$ cat config.mk
export PLATFORM = sky130hd
export DESIGN_NAME = pwm_meas_scheduler
export DESIGN_NICKNAME = d
export VERILOG_FILES = /design/src/rtl/pwm_meas_scheduler.sv
export SDC_FILE = /design/constraint.sdc
export NUM_CORES = 1
export LEC_CHECK = 0
export CAP_MARGIN = 0
export CORE_ASPECT_RATIO = 0.6
export CORE_MARGIN = 2
export CORE_UTILIZATION = 38
export DETAILED_ROUTE_END_ITERATION = 6
export PLACE_DENSITY = 0.64
export SLEW_MARGIN = 20
export SYNTH_ARGS = -nofsm -noshare
export SYNTH_HDL_FRONTEND = slang
export SYNTH_SLANG_ARGS = --single-unit
$ cat constraint.sdc
create_clock -name pwd_clk -period 8.64 [get_ports pwd_clk]
set_clock_uncertainty 0.05 [all_clocks]
set_input_delay 0.864 -clock pwd_clk [delete_from_list [all_inputs] [get_ports pwd_clk]]
set_output_delay 0.864 -clock pwd_clk [all_outputs]
set_load 0.02 [all_outputs]
$ cat src/rtl/pwm_meas_scheduler.sv
// pwm_meas_scheduler: one pulse-width measurement engine shared round-robin
// across N_CH PWM inputs. For each picked channel it settles, measures one
// full high/low period through a synchronizer, flags stuck lines by timeout,
// and holds the result on a valid/ack interface until it is consumed.
module pwm_meas_scheduler #(
  parameter int N_CH           = 3,
  parameter int CH_W           = 3,
  parameter int SETTLE_CYCLES  = 16,
  parameter int TIMEOUT_CYCLES = 1000000
) (
  input  logic              pwd_clk,
  input  logic              sysreset,
  input  logic [N_CH-1:0]   pwm_in,
  input  logic              enable,
  input  logic [N_CH-1:0]   ch_mask,
  input  logic              result_ack,
  output logic [CH_W-1:0]   ch_sel,
  output logic              busy,
  output logic              result_valid,
  output logic [CH_W-1:0]   result_ch,
  output logic [31:0]       result_high,
  output logic [31:0]       result_low,
  output logic [1:0]        result_status
);

  localparam logic [31:0] SETTLE_N  = 32'(SETTLE_CYCLES);
  localparam logic [31:0] TIMEOUT_N = 32'(TIMEOUT_CYCLES);

  localparam logic [1:0] ST_OK    = 2'b00;
  localparam logic [1:0] ST_LOW   = 2'b01;
  localparam logic [1:0] ST_HIGH  = 2'b10;

  typedef enum logic [2:0] {
    IDLE, SETTLE, WAIT_RISE, MEAS_HIGH, MEAS_LOW, REPORT
  } state_t;

  state_t            state;
  logic [31:0]       cnt;
  logic [31:0]       hi_lat;
  logic [CH_W-1:0]   rr_ptr;     // search start for the next pick (inclusive)

  logic              pwm_sel;
  logic              s1, sync, prev;
  logic              rise, fall;

  logic [N_CH-1:0]   rot;
  int                off;
  int                pick_i;
  logic [CH_W-1:0]   pick_ch;
  logic [CH_W-1:0]   ptr_nxt;
  logic              can_start;

  // Mux the selected raw line; compare-based so ch_sel width never has to
  // match the pwm_in index range.
  always_comb begin
    pwm_sel = 1'b0;
    for (int i = 0; i < N_CH; i++)
      if (ch_sel == CH_W'(i)) pwm_sel = pwm_in[i];
  end

  // Two-flop synchronizer plus one history flop for edge detection.
  always_ff @(posedge pwd_clk or negedge sysreset) begin
    if (!sysreset) begin
      s1   <= 1'b0;
      sync <= 1'b0;
      prev <= 1'b0;
    end else begin
      s1   <= pwm_sel;
      sync <= s1;
      prev <= sync;
    end
  end

  assign rise = sync & ~prev;
  assign fall = ~sync & prev;

  // Next channel: rotate the mask so rr_ptr lands on bit 0, take the lowest
  // set bit, then rotate the offset back. rr_ptr is one past the last pick,
  // so a lone masked-in channel wraps around onto itself.
  always_comb begin
    rot    = N_CH'({ch_mask, ch_mask} >> rr_ptr);
    off    = 0;
    for (int i = N_CH - 1; i >= 0; i--)
      if (rot[i]) off = i;
    pick_i = int'(rr_ptr) + off;
    if (pick_i >= N_CH) pick_i = pick_i - N_CH;
    pick_ch = CH_W'(pick_i);
    ptr_nxt = (pick_i == N_CH - 1) ? '0 : CH_W'(pick_i + 1);
  end

  assign can_start = enable & (|ch_mask);

  // Scheduler / measurement FSM; all outputs are registered here.
  always_ff @(posedge pwd_clk or negedge sysreset) begin
    if (!sysreset) begin
      state         <= IDLE;
      cnt           <= '0;
      hi_lat        <= '0;
      rr_ptr        <= '0;
      ch_sel        <= '0;
      busy          <= 1'b0;
      result_valid  <= 1'b0;
      result_ch     <= '0;
      result_high   <= '0;
      result_low    <= '0;
      result_status <= '0;
    end else begin
      case (state)
        IDLE: begin
          if (can_start) begin
            ch_sel <= pick_ch;
            rr_ptr <= ptr_nxt;
            cnt    <= '0;
            busy   <= 1'b1;
            state  <= SETTLE;
          end
        end

        // Let the synchronizer flush the previous channel before arming edges.
        SETTLE: begin
          if (cnt + 32'd1 >= SETTLE_N) begin
            cnt   <= '0;
            state <= WAIT_RISE;
          end else begin
            cnt <= cnt + 32'd1;
          end
        end

        // Measurement starts on a rising edge so a full period is captured.
        WAIT_RISE: begin
          if (rise) begin
            cnt   <= 32'd1;
            state <= MEAS_HIGH;
          end else if (cnt == TIMEOUT_N) begin
            result_valid  <= 1'b1;
            result_ch     <= ch_sel;
            result_status <= sync ? ST_HIGH : ST_LOW;
            result_high   <= sync ? TIMEOUT_N : 32'd0;
            result_low    <= sync ? 32'd0 : TIMEOUT_N;
            cnt           <= '0;
            state         <= REPORT;
          end else begin
            cnt <= cnt + 32'd1;
          end
        end

        MEAS_HIGH: begin
          if (fall) begin
            hi_lat <= cnt;
            cnt    <= 32'd1;
            state  <= MEAS_LOW;
          end else if (cnt == TIMEOUT_N) begin
            result_valid  <= 1'b1;
            result_ch     <= ch_sel;
            result_status <= ST_HIGH;
            result_high   <= TIMEOUT_N;
            result_low    <= 32'd0;
            cnt           <= '0;
            state         <= REPORT;
          end else begin
            cnt <= cnt + 32'd1;
          end
        end

        MEAS_LOW: begin
          if (rise) begin
            result_valid  <= 1'b1;
            result_ch     <= ch_sel;
            result_status <= ST_OK;
            result_high   <= hi_lat;
            result_low    <= cnt;
            cnt           <= '0;
            state         <= REPORT;
          end else if (cnt == TIMEOUT_N) begin
            result_valid  <= 1'b1;
            result_ch     <= ch_sel;
            result_status <= ST_LOW;
            result_high   <= hi_lat;
            result_low    <= TIMEOUT_N;
            cnt           <= '0;
            state         <= REPORT;
          end else begin
            cnt <= cnt + 32'd1;
          end
        end

        // Hold the result until acked; the pick for the next channel uses the
        // enable/mask seen on the ack edge.
        REPORT: begin
          if (result_ack) begin
            result_valid <= 1'b0;
            if (can_start) begin
              ch_sel <= pick_ch;
              rr_ptr <= ptr_nxt;
              cnt    <= '0;
              state  <= SETTLE;
            end else begin
              busy  <= 1'b0;
              state <= IDLE;
            end
          end
        end

        default: begin
          busy  <= 1'b0;
          state <= IDLE;
        end
      endcase
    end
  end

endmodule

==> impl_results.md <==
* Status: finished clean
* Die height at 110 um
* Setup Viol. Count Final at 0
* Switching power at 0.879 mW
* Slew margin rel. at 0.358
* Crit end category: register
* Ports at 84
* Post-CTS Setup Inserts at 0
* DR DRC count at 0
* Min Hold Slack at 0.342 ns
* TNS Setup at 0 ns
* DRT Pass-1 Iters at 5
* Initial antenna violation count at 0
* Top routing layer used: met4
* Number of gates resized after cts at 0
* Peak VDD IR at 138 uV
* CP Data Required Time at 8.93 ns
* Largest net degree at the start of global routing at 77
* Initial Util at 0.393
* Initial DRC Count at 470
* Synth area leader: dfrtp_1
* Post-DP HPWL at 13500 um
* Synth Area in Compound Gates at 0.171
* Critical path type: input port to register
* Total grt overflow at 0
* Max-Cap Viols at 0
* Max incr delay on CP at 0.57 ns
* Vias/cell at 5.81
* CTS tree: done
* Final period utilization at 0.481
* Top cells by area, synth: dfrtp_1, a22o_1, mux2_2
* Post-route ant nets at 0
* Cell with the most instances after synthesis: dfrtp_1
* P_int at 1.63 mW
* Final slew viol count at 0
* Post-synth EDFFs at 0
* DIE WIDTH at 181 um
* Met1 wire length at 10500 um
* Fillers at 1665
* CTS H-tree lvls at 4
* Layout area overhead at 22.4%
* Synth top cells by count: dfrtp_1, nand2_1, nor2_1
* Synth Area in Simple Gates at 0.178
* Sequential-to-total area share from yosys stat at 0.513
* Antenna Cells at 0
* Startpoint Class: input port
* R2R Setup Slk at 4.77 ns
* PortBufs at 83
* Placement Setup Slack at 4.09 ns
* Crit-path cells: clkdlybuf4s50_1 -> nor2b_1 -> a211oi_1 -> a311oi_1 -> a41o_1 -> ha_1 -> fa_1 -> ha_1 -> nor3_1 -> mux2i_1 -> inv_1 -> a21boi_0 -> inv_1 -> o22ai_1
* Clock Path Buffers at 2
* Vias in the first global route at 5422
* Fraction of registers with async set/reset at 1.00
* Adder-cell share of the synthesized area at 0.0150
* Post-Route WL at 19600 um
* Routed wl met2 at 7470 um
* Area of the mapped netlist at 0.00717 sq mm
* Mux share of post-synthesis cell area at 0.0497
* Clock Latency Late Sink at 0.43 ns
* Synth Area in XOR/XNOR at 0.0269
* Final Util at 0.481
* Core area at 0.0183 sq mm
* Final RePlAce weighted congestion at 0.898
* Clock-pin transition on the worst setup and hold timing paths at 0.06 ns
* Multi-input logic area at 0.00318 sq mm
* Tot GR Track Use at 0.203
* CTS root buffer: clkbuf_16
* P_leak at 3.96 nW
* Die area at 0.0200 sq mm
* Routed len/inst at 19.7 um
* Final Hold Violating Endpoints at 0
* Slowest stage cell, crit path: clkdlybuf4s50_1
* Sw frac at 0.350
* CTS sink cnt at 147
* Post-CTS Hold Buffers at 0
* Final worst setup slack at 4.49 ns
* Synthesized instance count at 701
* Comb power frac at 0.310
* First-pass GRT wire length at 31700 um
* Largest family of logic cells by synthesized area: simple AND/OR/NAND/NOR gates
* Post-synth top flop: dfrtp_1
* Yosys reg bits at 147
* Period minus WS final at 4.15 ns
* Area fraction of the dominant cell type after synthesis at 0.513
* Power Total at 2.51 mW
* Unrepaired setup endpoints after global routing: false
* Worst-path fanout max at 6
* Buf+Inv Stages, Crit Path at 3
* Cell row count at 38
* Tightest Pin Transition at 0.963 ns
* Syn nets at 719
* Final-stage net count at 763
* CP top delay family: adder cells
* Via count at 5795
* Worst EP arrival at 4.45 ns
* Peak Freq at 241 MHz
* Reg area at 0.00368 sq mm
* Clk pwr share at 0.344
* Mean Syn Cell Area at 10.2 sq um
* Pwr dens at 286 mW/mm^2
* Sequential Power Share at 0.347
* Number of distinct library cells after synthesis at 63
* Share of cells above drive strength 1 at 0.102
* Wire length on met3 at 1480 um
* Ys Warns at 0
* Hold WC Path Type: register to register
* CTS Buf Count at 17
[worst paths after layout]
| check | from | to | depth (start not counted) |
|---|---|---|---|
| setup reg to reg | cnt[13] | cnt[3] | 9 |
| hold reg to reg | s1 | sync | 0 |
| max in group asynchronous | sysreset | cnt[15] | 2 |
| min in group asynchronous | sysreset | result_high[25] | 1 |
| setup / recovery | ch_mask[1] | rr_ptr[2] | 14 |
| hold / removal | s1 | sync | 0 |
[cell families after synthesis]
group | Yosys count
XOR/XNOR | 22
AND/OR/NAND/NOR | 245
multiplexers | 32
buffers and inverters | 80
flip-flops | 147
adder cells (fa/ha/maj) | 8
AO/OA/AOI/OAI | 167
[flip-flops by register name, summed over array words and instances (netlist names), 2 cells and up]
| signal | flops |
|---|---|
| result_ch | 3 |
| result_low | 32 |
| state | 3 |
| result_status | 2 |
| result_high | 32 |
| ch_sel | 3 |
| hi_lat | 32 |
| cnt | 32 |
| rr_ptr | 3 |
[cells in the final DEF, fill, tap and decap left out, types with 15 or more instances in the layout]
cell type and instances:
dfrtp_1 147, a21oi_1 24, clkdlybuf4s50_1 82, nand2_1 60, nand3_1 33, inv_1 16
clkbuf_16 17, nor2_1 57, o21ai_0 25, mux2_2 29, a22o_1 57, nor3_1 15
[per-stage QoR]
| stage | cells | cell area [sq um] |
|---|---|---|
| 6_report | 997 | 8780 |
| 3_5_place_dp | 966 | 8090 |
| 3_3_place_gp | 966 | 8090 |
| 5_1_grt | 997 | 8780 |
| 4_1_cts | 997 | 8770 |
| 2_1_floorplan | 701 | 7170 |
[layout make-up]
cell class,instances,share of cell area
clock buffers,18,0.0489
multi-input cells,474,0.362
repair buffers,89,0.0999
inverters,16,0.00684
clock inverters,13,0.0291
flip-flops and latches,147,0.419
well taps,240,0.0342
[power groups by stage]
| stage | logic, mW | clock network [mW] | registers (mW) |
|---|---|---|---|
| after detailed placement | 0.767 | 0 | 0.882 |
| after global routing | 0.861 | 0.908 | 0.886 |
| after global placement | 0.729 | 0 | 0.877 |
| after CTS | 0.772 | 0.881 | 0.871 |
| final | 0.779 | 0.864 | 0.872 |
| after floorplan | 0.511 | 0 | 0.878 |
[layer usage]
metal  vias up  GRT usage
met5         -          0
met4         0     0.0450
met3        18     0.0531
met2       234      0.250
met1      2898      0.337
li1       2645          -
Note: power is estimated with default switching activity, not from simulation.
